File: src/rtl/maxp_loop_gen_pkg.sv
// Shared constants for the max-pool loop-index generator: FSM encodings and width defaults.
package maxp_loop_gen_pkg;

  localparam int unsigned DATA_SIZE_DEF = 16;
  localparam int unsigned LOOP_BIT_DEF  = 12;

  localparam logic [1:0] ST_IDLE = 2'd0;
  localparam logic [1:0] ST_RUN  = 2'd1;
  localparam logic [1:0] ST_DONE = 2'd2;

endpackage

File: src/rtl/maxp_win_cnt.sv
// Window-origin counter: steps an origin by `step` until origin+step exceeds `limit`,
// then wraps to `init`; keeps a parallel output index counting the steps.
module maxp_win_cnt #(
  parameter int unsigned CW = 18,
  parameter int unsigned LB = 12
) (
  input  logic          clk,
  input  logic          rst,
  input  logic          load,
  input  logic          adv,
  input  logic [CW-1:0] init,
  input  logic [CW-1:0] step,
  input  logic [CW-1:0] limit,
  output logic [CW-1:0] value,
  output logic [LB-1:0] idx,
  output logic          wrap_c
);

  logic [CW-1:0] value_q, value_d;
  logic [LB-1:0] idx_q, idx_d;

  // limit is pre-reduced by the window size, so this is origin+step+win > extent
  assign wrap_c = (value_q + step) > limit;

  always_comb begin
    value_d = value_q;
    idx_d   = idx_q;
    if (load) begin
      value_d = init;
      idx_d   = '0;
    end else if (adv) begin
      if (wrap_c) begin
        value_d = init;
        idx_d   = '0;
      end else begin
        value_d = value_q + step;
        idx_d   = idx_q + LB'(1);
      end
    end
  end

  always_ff @(posedge clk) begin
    if (rst) begin
      value_q <= '0;
      idx_q   <= '0;
    end else begin
      value_q <= value_d;
      idx_q   <= idx_d;
    end
  end

  assign value = value_q;
  assign idx   = idx_q;

endmodule

File: src/rtl/maxp_loop_gen.sv
// Handshaked loop-index generator for max-pool: map -> out row -> out col -> win row -> win col,
// one tuple per accepted beat, with config validation and a done pulse.
module maxp_loop_gen
  import maxp_loop_gen_pkg::*;
#(
  parameter int unsigned DATA_SIZE = DATA_SIZE_DEF,
  parameter int unsigned LOOP_BIT  = LOOP_BIT_DEF
) (
  input  logic                 clk,
  input  logic                 rst,
  input  logic                 start,
  input  logic [DATA_SIZE-1:0] M,
  input  logic [DATA_SIZE-1:0] nIR,
  input  logic [DATA_SIZE-1:0] nIC,
  input  logic [DATA_SIZE-1:0] nP,
  input  logic [DATA_SIZE-1:0] PH,
  input  logic [DATA_SIZE-1:0] PW,
  input  logic [DATA_SIZE-1:0] STRIDE,
  input  logic                 ready,
  output logic                 valid,
  output logic [LOOP_BIT-1:0]  mm,
  output logic [LOOP_BIT-1:0]  nirr,
  output logic [LOOP_BIT-1:0]  nicc,
  output logic [LOOP_BIT-1:0]  niro,
  output logic [LOOP_BIT-1:0]  nico,
  output logic [LOOP_BIT-1:0]  ii,
  output logic [LOOP_BIT-1:0]  jj,
  output logic                 win_first,
  output logic                 win_last,
  output logic                 busy,
  output logic                 done,
  output logic                 cfg_err
);

  localparam int unsigned CW = DATA_SIZE + 2;

  logic [1:0]           state_q, state_d;
  logic                 valid_q, valid_d;
  logic                 busy_q, busy_d;
  logic                 done_q, done_d;
  logic                 cfg_err_q, cfg_err_d;
  logic [DATA_SIZE-1:0] m_q, m_d, ph_q, ph_d, pw_q, pw_d;
  logic [CW-1:0]        stride_q, stride_d, np_q, np_d;
  logic [CW-1:0]        row_lim_q, row_lim_d, col_lim_q, col_lim_d;
  logic [LOOP_BIT-1:0]  mm_q, mm_d, ii_q, ii_d, jj_q, jj_d;

  logic [CW-1:0] row_val, col_val;
  logic          row_wrap_c, col_wrap_c;
  logic          cfg_bad_c, start_ok_c, acc_c;
  logic          jj_last_c, ii_last_c, mm_last_c;
  logic          adv_ii_c, adv_col_c, adv_row_c, adv_mm_c, last_c;

  // Config check on live inputs, widened so 2*nP+PH cannot overflow
  always_comb begin
    cfg_bad_c = (M == '0) || (PH == '0) || (PW == '0) || (STRIDE == '0)
             || (CW'(nIR) < (CW'(nP) + CW'(nP) + CW'(PH)))
             || (CW'(nIC) < (CW'(nP) + CW'(nP) + CW'(PW)));
  end

  assign start_ok_c = (state_q == ST_IDLE) && start && !cfg_bad_c;
  assign acc_c      = valid_q && ready;

  assign jj_last_c = (CW'(jj_q) == (CW'(pw_q) - CW'(1)));
  assign ii_last_c = (CW'(ii_q) == (CW'(ph_q) - CW'(1)));
  assign mm_last_c = (CW'(mm_q) == (CW'(m_q) - CW'(1)));

  // Carry chain, innermost first; every loop wraps to its reset value on the final beat
  assign adv_ii_c  = acc_c && jj_last_c;
  assign adv_col_c = adv_ii_c && ii_last_c;
  assign adv_row_c = adv_col_c && col_wrap_c;
  assign adv_mm_c  = adv_row_c && row_wrap_c;
  assign last_c    = adv_mm_c && mm_last_c;

  always_comb begin
    state_d   = state_q;
    cfg_err_d = 1'b0;
    m_d       = m_q;
    ph_d      = ph_q;
    pw_d      = pw_q;
    stride_d  = stride_q;
    np_d      = np_q;
    row_lim_d = row_lim_q;
    col_lim_d = col_lim_q;
    mm_d      = mm_q;
    ii_d      = ii_q;
    jj_d      = jj_q;

    case (state_q)
      ST_IDLE: begin
        if (start) begin
          if (cfg_bad_c) cfg_err_d = 1'b1;
          else           state_d   = ST_RUN;
        end
      end
      ST_RUN:  if (last_c) state_d = ST_DONE;
      ST_DONE: state_d = ST_IDLE;
      default: state_d = ST_IDLE;
    endcase

    if (start_ok_c) begin
      m_d       = M;
      ph_d      = PH;
      pw_d      = PW;
      stride_d  = CW'(STRIDE);
      np_d      = CW'(nP);
      row_lim_d = CW'(nIR) - CW'(nP) - CW'(PH);
      col_lim_d = CW'(nIC) - CW'(nP) - CW'(PW);
      mm_d      = '0;
      ii_d      = '0;
      jj_d      = '0;
    end else begin
      if (acc_c)    jj_d = jj_last_c ? '0 : jj_q + LOOP_BIT'(1);
      if (adv_ii_c) ii_d = ii_last_c ? '0 : ii_q + LOOP_BIT'(1);
      if (adv_mm_c) mm_d = mm_last_c ? '0 : mm_q + LOOP_BIT'(1);
    end

    valid_d = (state_d == ST_RUN);
    busy_d  = (state_d == ST_RUN);
    done_d  = (state_q == ST_RUN) && (state_d == ST_DONE);
  end

  always_ff @(posedge clk) begin
    if (rst) begin
      state_q   <= ST_IDLE;
      valid_q   <= 1'b0;
      busy_q    <= 1'b0;
      done_q    <= 1'b0;
      cfg_err_q <= 1'b0;
      m_q       <= '0;
      ph_q      <= '0;
      pw_q      <= '0;
      stride_q  <= '0;
      np_q      <= '0;
      row_lim_q <= '0;
      col_lim_q <= '0;
      mm_q      <= '0;
      ii_q      <= '0;
      jj_q      <= '0;
    end else begin
      state_q   <= state_d;
      valid_q   <= valid_d;
      busy_q    <= busy_d;
      done_q    <= done_d;
      cfg_err_q <= cfg_err_d;
      m_q       <= m_d;
      ph_q      <= ph_d;
      pw_q      <= pw_d;
      stride_q  <= stride_d;
      np_q      <= np_d;
      row_lim_q <= row_lim_d;
      col_lim_q <= col_lim_d;
      mm_q      <= mm_d;
      ii_q      <= ii_d;
      jj_q      <= jj_d;
    end
  end

  // np_d feeds init so a start loads the new padding in the same cycle it is latched
  maxp_win_cnt #(.CW(CW), .LB(LOOP_BIT)) u_col_cnt (
    .clk    (clk),
    .rst    (rst),
    .load   (start_ok_c),
    .adv    (adv_col_c),
    .init   (np_d),
    .step   (stride_q),
    .limit  (col_lim_q),
    .value  (col_val),
    .idx    (nico),
    .wrap_c (col_wrap_c)
  );

  maxp_win_cnt #(.CW(CW), .LB(LOOP_BIT)) u_row_cnt (
    .clk    (clk),
    .rst    (rst),
    .load   (start_ok_c),
    .adv    (adv_row_c),
    .init   (np_d),
    .step   (stride_q),
    .limit  (row_lim_q),
    .value  (row_val),
    .idx    (niro),
    .wrap_c (row_wrap_c)
  );

  assign valid     = valid_q;
  assign busy      = busy_q;
  assign done      = done_q;
  assign cfg_err   = cfg_err_q;
  assign mm        = mm_q;
  assign ii        = ii_q;
  assign jj        = jj_q;
  assign nirr      = LOOP_BIT'(row_val);
  assign nicc      = LOOP_BIT'(col_val);
  assign win_first = valid_q && (ii_q == '0) && (jj_q == '0);
  assign win_last  = valid_q && ii_last_c && jj_last_c;

endmodule

File: config.mk
export PLATFORM = sky130hd
export DESIGN_NAME = maxp_loop_gen
export DESIGN_NICKNAME = d
export VERILOG_FILES = /design/src/rtl/maxp_loop_gen_pkg.sv /design/src/rtl/maxp_win_cnt.sv /design/src/rtl/maxp_loop_gen.sv
export SDC_FILE = /design/constraint.sdc
export NUM_CORES = 1
export LEC_CHECK = 0
export ABC_AREA = 0
export BUFFER_PORTS_ARGS = -buffer_cell sky130_fd_sc_hd__buf_2
export CAP_MARGIN = 20
export CORE_MARGIN = 2
export CORE_UTILIZATION = 55
export DETAILED_ROUTE_END_ITERATION = 12
export HOLD_SLACK_MARGIN = 0.02
export PLACE_DENSITY = 0.76
export SLEW_MARGIN = 20
export SYNTH_ARGS = -nofsm -noshare
export SYNTH_HDL_FRONTEND = slang
export SYNTH_SLANG_ARGS = --single-unit
File: constraint.sdc
create_clock -name clk -period 7.09 [get_ports clk]
set_input_delay 0 -clock clk [delete_from_list [all_inputs] [get_ports clk]]
set_output_delay 0 -clock clk [all_outputs]
set_load 0.01 [all_outputs]
Word level (Yosys, flattened, before mapping)
Cells that the tools add are included.
- $add $sub $neg: 17
- magnitude comparators: 4
- equal/unequal tests: 6
- mux-type cells: 17
- bitwise gates (word level): 2
- reduce and logical (&&, ||, !) cells: 30
- operator list (cell ; count):
    18-bit 2-to-1 mux ; 7
    16-bit logical NOT ; 4
    12-bit by 1-bit adder with 12-bit output (second input constant) ; 5
    12-bit 2-to-1 mux ; 5
    18-bit by 16-bit adder with 18-bit output ; 3
    12-bit by 18-bit == test with 1-bit output ; 3
    16-bit by 1-bit subtractor with 17-bit output (second input constant) ; 3
    18-bit greater-than comparator ; 2
    16-bit by 18-bit < comparator with 1-bit output ; 2
    17-bit by 17-bit subtractor with 18-bit output ; 2
    16-bit by 16-bit subtractor with 17-bit output ; 2
    12-bit logical NOT ; 2
    17-bit by 16-bit adder with 18-bit output ; 1
    16-bit by 16-bit adder with 17-bit output ; 1
    1-bit logical AND ; 13
    2-bit 2-to-1 mux ; 3
    1-bit logical OR ; 5
    2-bit by 1-bit == test with 1-bit output (second input constant) ; 2
    2-bit case mux with 2 select lines ; 1
    2-bit nonzero test ; 2
    3-bit OR reduction ; 1
    2-bit == test (second input constant) ; 1
    2-bit logical NOT ; 1
    1-bit NOT ; 2
    other kinds (3) ; 3
- flip-flop bits (word level): 219
- output and inout port bits: 90
- logic and storage cells: 94

Longest topological paths before layout
- word-level depth: 12
- gate-level depth with buffers: 23
- depth with buffers taken out: 21

Modules after synthesis
A second synthesis with hierarchy kept.
- cell total of the unflattened synthesis: 2356
- area, all modules: 18549.0 µm²
- modules (own cells, without submodules) (module ; times used ; cells an instance ; area an instance (µm²)):
    maxp_loop_gen ; 1 ; 1658 ; 12941.2
    maxp_win_cnt at u_col_cnt ; 1 ; 353 ; 2889.0
    maxp_win_cnt at u_row_cnt ; 1 ; 345 ; 2718.9

Worst setup path after synthesis
OpenSTA, ideal clock, no wires.
- path kind: reg-to-reg
- from: register u_row_cnt.value_q[0], in the netlist u_row_cnt.value[0]
- to: register u_row_cnt.value_q[6], in the netlist u_row_cnt.value[6]
- setup time: 132 ps
- arrival: 4619 ps
- data required time: 6958 ps
- path slack: 2339 ps
- cell stages (with the launch flop): 24
- path buffers: 2
- cells stage by stage: dfxtp_1 -> ha_1 -> inv_1 -> fa_1 -> nor2b_1 -> o31a_1 -> o2111a_1 -> nor3_1 -> o31ai_1 -> a211o_1 -> mux2i_1 -> or2_2 -> ha_1 -> nand3_1 -> or2_2 -> nor2_1 -> a21oi_1 -> o31ai_1 -> clkbuf_1 -> clkbuf_1 -> mux2i_1 -> nand2_1 -> o221ai_1 -> a21oi_1
- longest elaborated chain between the ends: 5
- ends and longest elaborated chain (element ; RTL line ; text):
    start, declared ; maxp_win_cnt.sv:19 ; logic [CW-1:0] value_q, value_d;
    start signal, assigned ; maxp_win_cnt.sv:47 ; value_q <= value_d;
    18-bit by 16-bit adder with 18-bit output (*) ; maxp_win_cnt.sv:23, maxp_win_cnt.sv:36 ;
    18-bit greater-than comparator ; maxp_win_cnt.sv:23 ; assign wrap_c = (value_q + step) > limit;
    18-bit 2-to-1 mux (*) ; maxp_win_cnt.sv:32 ; if (wrap_c) begin
    18-bit 2-to-1 mux (*) ; maxp_win_cnt.sv:31 ; end else if (adv) begin
    18-bit 2-to-1 mux (*) ; maxp_win_cnt.sv:28 ; if (load) begin
Mark *: on every way between the ends. The rest lies on a longest branch, timed or not. The select of a mux whose other input is x is not followed.
A chain may end at the register's enable or synchronous reset.

Worst setup path after layout
- from: register u_row_cnt.value_q[0], in the netlist u_row_cnt.value[0]
- to: register mm_q[9], in the netlist mm[9]
- longest elaborated chain between the ends: 3
- ends and longest elaborated chain (element ; RTL line ; text):
    18-bit by 16-bit adder with 18-bit output ; maxp_win_cnt.sv:23 ;
    18-bit greater-than comparator ; maxp_win_cnt.sv:23 ;
    1-bit logical AND ; maxp_loop_gen.sv:71 ; assign adv_mm_c = adv_row_c && row_wrap_c;
    end signal, assigned ; maxp_loop_gen.sv:152 ; mm_q <= mm_d;
    end, declared ; maxp_loop_gen.sv:45 ; logic [LOOP_BIT-1:0] mm_q, mm_d, ii_q, ii_d, jj_q, jj_d;
No other way between the ends.

==> flow_metrics.py <==
metrics = {
    "routing": {
        "first_pass_iters": 5,
        "drc": 0,
        "vias_per_cell": 6.15,
        "via_count": 17200,
        "wl_per_cell_microns": 19.7,
        "antenna_left": 0,
        "wl_microns": 55000,
        "drt_iter0_drc": 1243,
    },
    "global_route": {
        "grt_max_degree": 103,
        "grt_use_total": 0.320,
        "grt_pass1_wl_microns": 86900,
        "grt_pass1_vias": 16400,
        "antenna_found_initial": 1,
        "grt_overflow_total": 0,
    },
    "place": {
        "dp_cells": 2671,
        "place_area_sq_um": 18900,
        "gp_congestion": 0.975,
        "port_buffers": 205,
        "dp_hpwl_microns": 41400,
    },
    "synthesis": {
        "synth_top_area_share": 0.248,
        "synth_most_common_cell": "dfxtp_1",
        "syn_inst": 2161,
        "netlist_top_cells_area": "dfxtp_1, ha_1, xnor2_1",
        "ys_top_cells_by_count": "dfxtp_1, ha_1, a21oi_1, inv_1, nor2_1",
        "synth-seq-cells": 219,
        "synthSimpleGateAreaFrac": 0.179,
        "ys.warnings.count": 0,
        "synth.distinct_cells": 76,
        "synth_nets": 2487,
        "synth_adder_area_share": 0.152,
        "ys_seq_area_frac": 0.248,
        "avgSynthCellArea_sq_um": 8.19,
        "synth_compound_area_frac": 0.236,
        "synthFlopType": "dfxtp_1",
        "synth_xor_area_frac": 0.0935,
        "synth-edff-count": 0,
        "synth_top_cell_by_area": "dfxtp_1",
        "synth_top_family_by_area": "compound AO/OA/AOI/OAI gates",
        "synthMuxAreaShare": 0.0306,
        "syn-cell-area_sq_um": 17700,
        "async_reset_ff_frac": 0,
    },
    "worst_setup_path": {
        "path_cells": "ha_1 > inv_1 > fa_1 > nor2b_1 > o31a_1 > o2111a_1 > nor3_1 > o31ai_1 > a211o_1 > mux2i_1 > or2_2 > ha_1 > a211oi_1 > o21ai_0 > o31ai_4 > inv_1 > nand4_1 > o211ai_1 > a21oi_1",
        "rrSetupSlack_ps": 1420,
        "worstSetupPathType": "reg -> reg",
        "crit_buf_inv": 2,
        "cp-start-kind": "flip-flop",
        "crit_required_ps": 7560,
        "crit_fanout": 12,
        "r2r_end": "mm[9]",
        "critical_path_arrival_ps": 6140,
        "end_kind": "flip-flop",
        "worst-path-stages": 19,
        "critPathTopFamily": "compound AO/OA/AOI/OAI gates",
        "reg2reg_from": "u_row_cnt.value[0]",
        "rr_worst_depth": 19,
        "cpMaxStageDelayCell": "o31ai_4",
        "slowest_delay_ps": 630,
    },
    "pwr": {
        "p_int_mw": 2.53,
        "switching_power_mw": 1.25,
        "clkPwrFrac": 0.356,
        "pwr-share-seq": 0.333,
        "swShare": 0.331,
        "power.total_mw": 3.78,
        "p_leak_nw": 9.12,
        "p_comb_frac": 0.311,
        "vdd_ir_drop_max_mv": 0.183,
        "powerDensity_nw_per_um2": 184,
    },
    "final_layout": {
        "multiInputGateArea_sq_um": 12300,
        "drive_above_1_share": 0.134,
        "stdcell_count": 2799,
        "fin_util": 0.650,
        "layout.nets": 2704,
        "register_area_sq_um": 4380,
        "final_area_sq_um": 20500,
        "fill_cells": 2728,
        "areaGrowthSynthToFinish_pct": 16.1,
    },
    "worst_hold_path": {
        "holdPathStages": 3,
        "hold_end": "np_q[15]",
        "min_path_type": "in -> reg",
        "min_from": "rst",
    },
    "sta": {
        "max_freq_mhz": 176,
        "timing_worst_slew_pin_value_ps": 1040,
        "hold_viol": 0,
        "drv_slew": 0,
        "period_share": 0.799,
        "setup_tns_ps": 0,
        "maxSlewHeadroom": 0.304,
        "rsz0062_at_grt": "no",
        "setup_viol": 0,
        "period_minus_slack_ps": 5670,
        "finalClockSkew_ps": 28.2,
    },
    "clocking": {
        "cts_tree": "yes",
        "cts_resized": 0,
        "clk_pin_slew_ps": 60,
        "htreeDepth": 1,
        "insertion_delay_ps": 560,
        "clock_sinks": 219,
        "clockBufferDepth": 3,
        "cts-buffers-inserted": 25,
        "cts_root_buf": "clkbuf_16",
    },
    "floorplanning": {
        "initial_core_util": 0.560,
        "ios": 206,
        "core.rowCount": 65,
        "die_h_microns": 183,
        "die_x_microns": 183,
        "dieArea_sq_um": 33600,
        "core_region_area_sq_um": 31600,
    },
    "run": {
        "cap_violations": 0,
    },
    "status": {
        "status": "complete, no violations",
    },
}
-- registers in the layout, indices dropped and copies added, names as in the netlist --
| name | count |
|---|---|
| col_lim_q | 18 |
| np_q | 18 |
| row_lim_q | 18 |
| u_col_cnt.value | 18 |
| u_row_cnt.value | 18 |
| m_q | 16 |
| ph_q | 16 |
| pw_q | 16 |
| stride_q | 16 |
| ii | 12 |
| jj | 12 |
| mm | 12 |
| u_col_cnt.idx | 12 |
| u_row_cnt.idx | 12 |
| state_q | 2 |
| busy | 1 |
| cfg_err | 1 |
| done | 1 |
-- worst reg2reg max path: cells and delay by family (launching register included) --
family	cells	cell delay, ps
fa+ha+maj	3	950
compound gates	9	3010
flops	1	380
mux	1	70
buf+inv	2	350
simple gates	4	840
-- logic make-up (layout without fill, tap and decap cells) --
group / after synthesis / in the layout
flip-flops: 219 / 219
AND/OR/NAND/NOR: 621 / 621
buffers and inverters: 262 / 497
other: 0 / 1
AO/OA/AOI/OAI: 609 / 609
XOR/XNOR: 189 / 189
multiplexers: 51 / 51
adder cells (fa/ha/maj): 210 / 210
-- metal layers --
| layer | global-route usage | wire length (microns) | up-vias |
|---|---|---|---|
| li1 | - | - | 8366 |
| met1 | 0.402 | 23400 | 8093 |
| met2 | 0.542 | 25400 | 601 |
| met3 | 0.0546 | 3630 | 158 |
| met4 | 0.132 | 2590 | 2 |
| met5 | 0 | 12 | - |
-- final cells by class --
| type | count | area share |
|---|---|---|
| Multi-Input combinational cell | 1680 | 0.597 |
| Sequential cell | 219 | 0.213 |
| Timing Repair Buffer | 300 | 0.0951 |
| Clock buffer | 33 | 0.0353 |
| Inverter | 152 | 0.0278 |
| Tap cell | 402 | 0.0245 |
| Clock inverter | 12 | 0.00651 |
| Antenna cell | 1 | 0.000122 |
-- how the worst max path moves through the flow --
stage | start | to | slack [ps]
6_report | u_row_cnt.value[0] | mm[9] | 1420
5_1_grt | u_row_cnt.value[0] | mm[9] | 1090
4_1_cts | u_row_cnt.value[0] | mm[9] | 1530
3_5_place_dp | u_row_cnt.value[0] | mm[9] | 1520
3_3_place_gp | u_row_cnt.value[0] | mm[11] | 1570
2_1_floorplan | u_row_cnt.value[0] | u_row_cnt.value[6] | 2340
-- stage by stage --
step | setup WS, ps | hold WS (ps)
finish | 1420 | 95.0
global route | 1090 | 115
CTS | 1530 | 71.4
detailed placement | 1520 | 229
global placement | 1570 | 224
floorplan | 2340 | 126
-- layout by cell type, fill, tap and decap left out, types with 7 or more instances in the layout --
| master | instances |
|---|---|
| clkbuf_16 | 25 |
| nor2_1 | 125 |
| nor2b_1 | 17 |
| o221ai_1 | 16 |
| nand4_1 | 37 |
| o21bai_1 | 11 |
| a22o_1 | 100 |
| mux2_2 | 25 |
| nand2_1 | 119 |
| a211oi_1 | 28 |
| mux2i_1 | 26 |
| nor3_1 | 86 |
| inv_1 | 151 |
| or3_1 | 27 |
| clkbuf_8 | 7 |
| buf_4 | 13 |
| a211o_1 | 11 |
| or4_1 | 9 |
| a31oi_1 | 17 |
| o21a_1 | 29 |
| xor2_1 | 78 |
| ha_1 | 202 |
| dlygate4sd3_1 | 81 |
| and3_1 | 24 |
| o21ai_0 | 94 |
| dfxtp_1 | 219 |
| xnor2_1 | 111 |
| nor4_1 | 40 |
| o31a_1 | 14 |
| or2_2 | 14 |
| a21oi_1 | 158 |
| o211ai_1 | 15 |
| and2_1 | 16 |
| nand2b_1 | 20 |
| o31ai_1 | 15 |
| nand3_1 | 65 |
| a21o_1 | 36 |
| fa_1 | 8 |
| buf_2 | 205 |
-- power by group through the flow --
stage	clock [mW]	sequential (mW)	combinational, mW
5_1_grt	1.41	1.26	1.29
3_5_place_dp	0	1.29	1.11
3_3_place_gp	0	1.29	1.09
4_1_cts	1.36	1.26	1.16
6_report	1.35	1.26	1.18
2_1_floorplan	0	1.28	0.814
-- what timing repair did --
action                                 4_1_cts  5_1_grt
hold buffers                                81        0
endpoints found under the hold margin      115        0
buffers inserted                             0        0
Note: power is estimated with default switching activity, not from simulation.
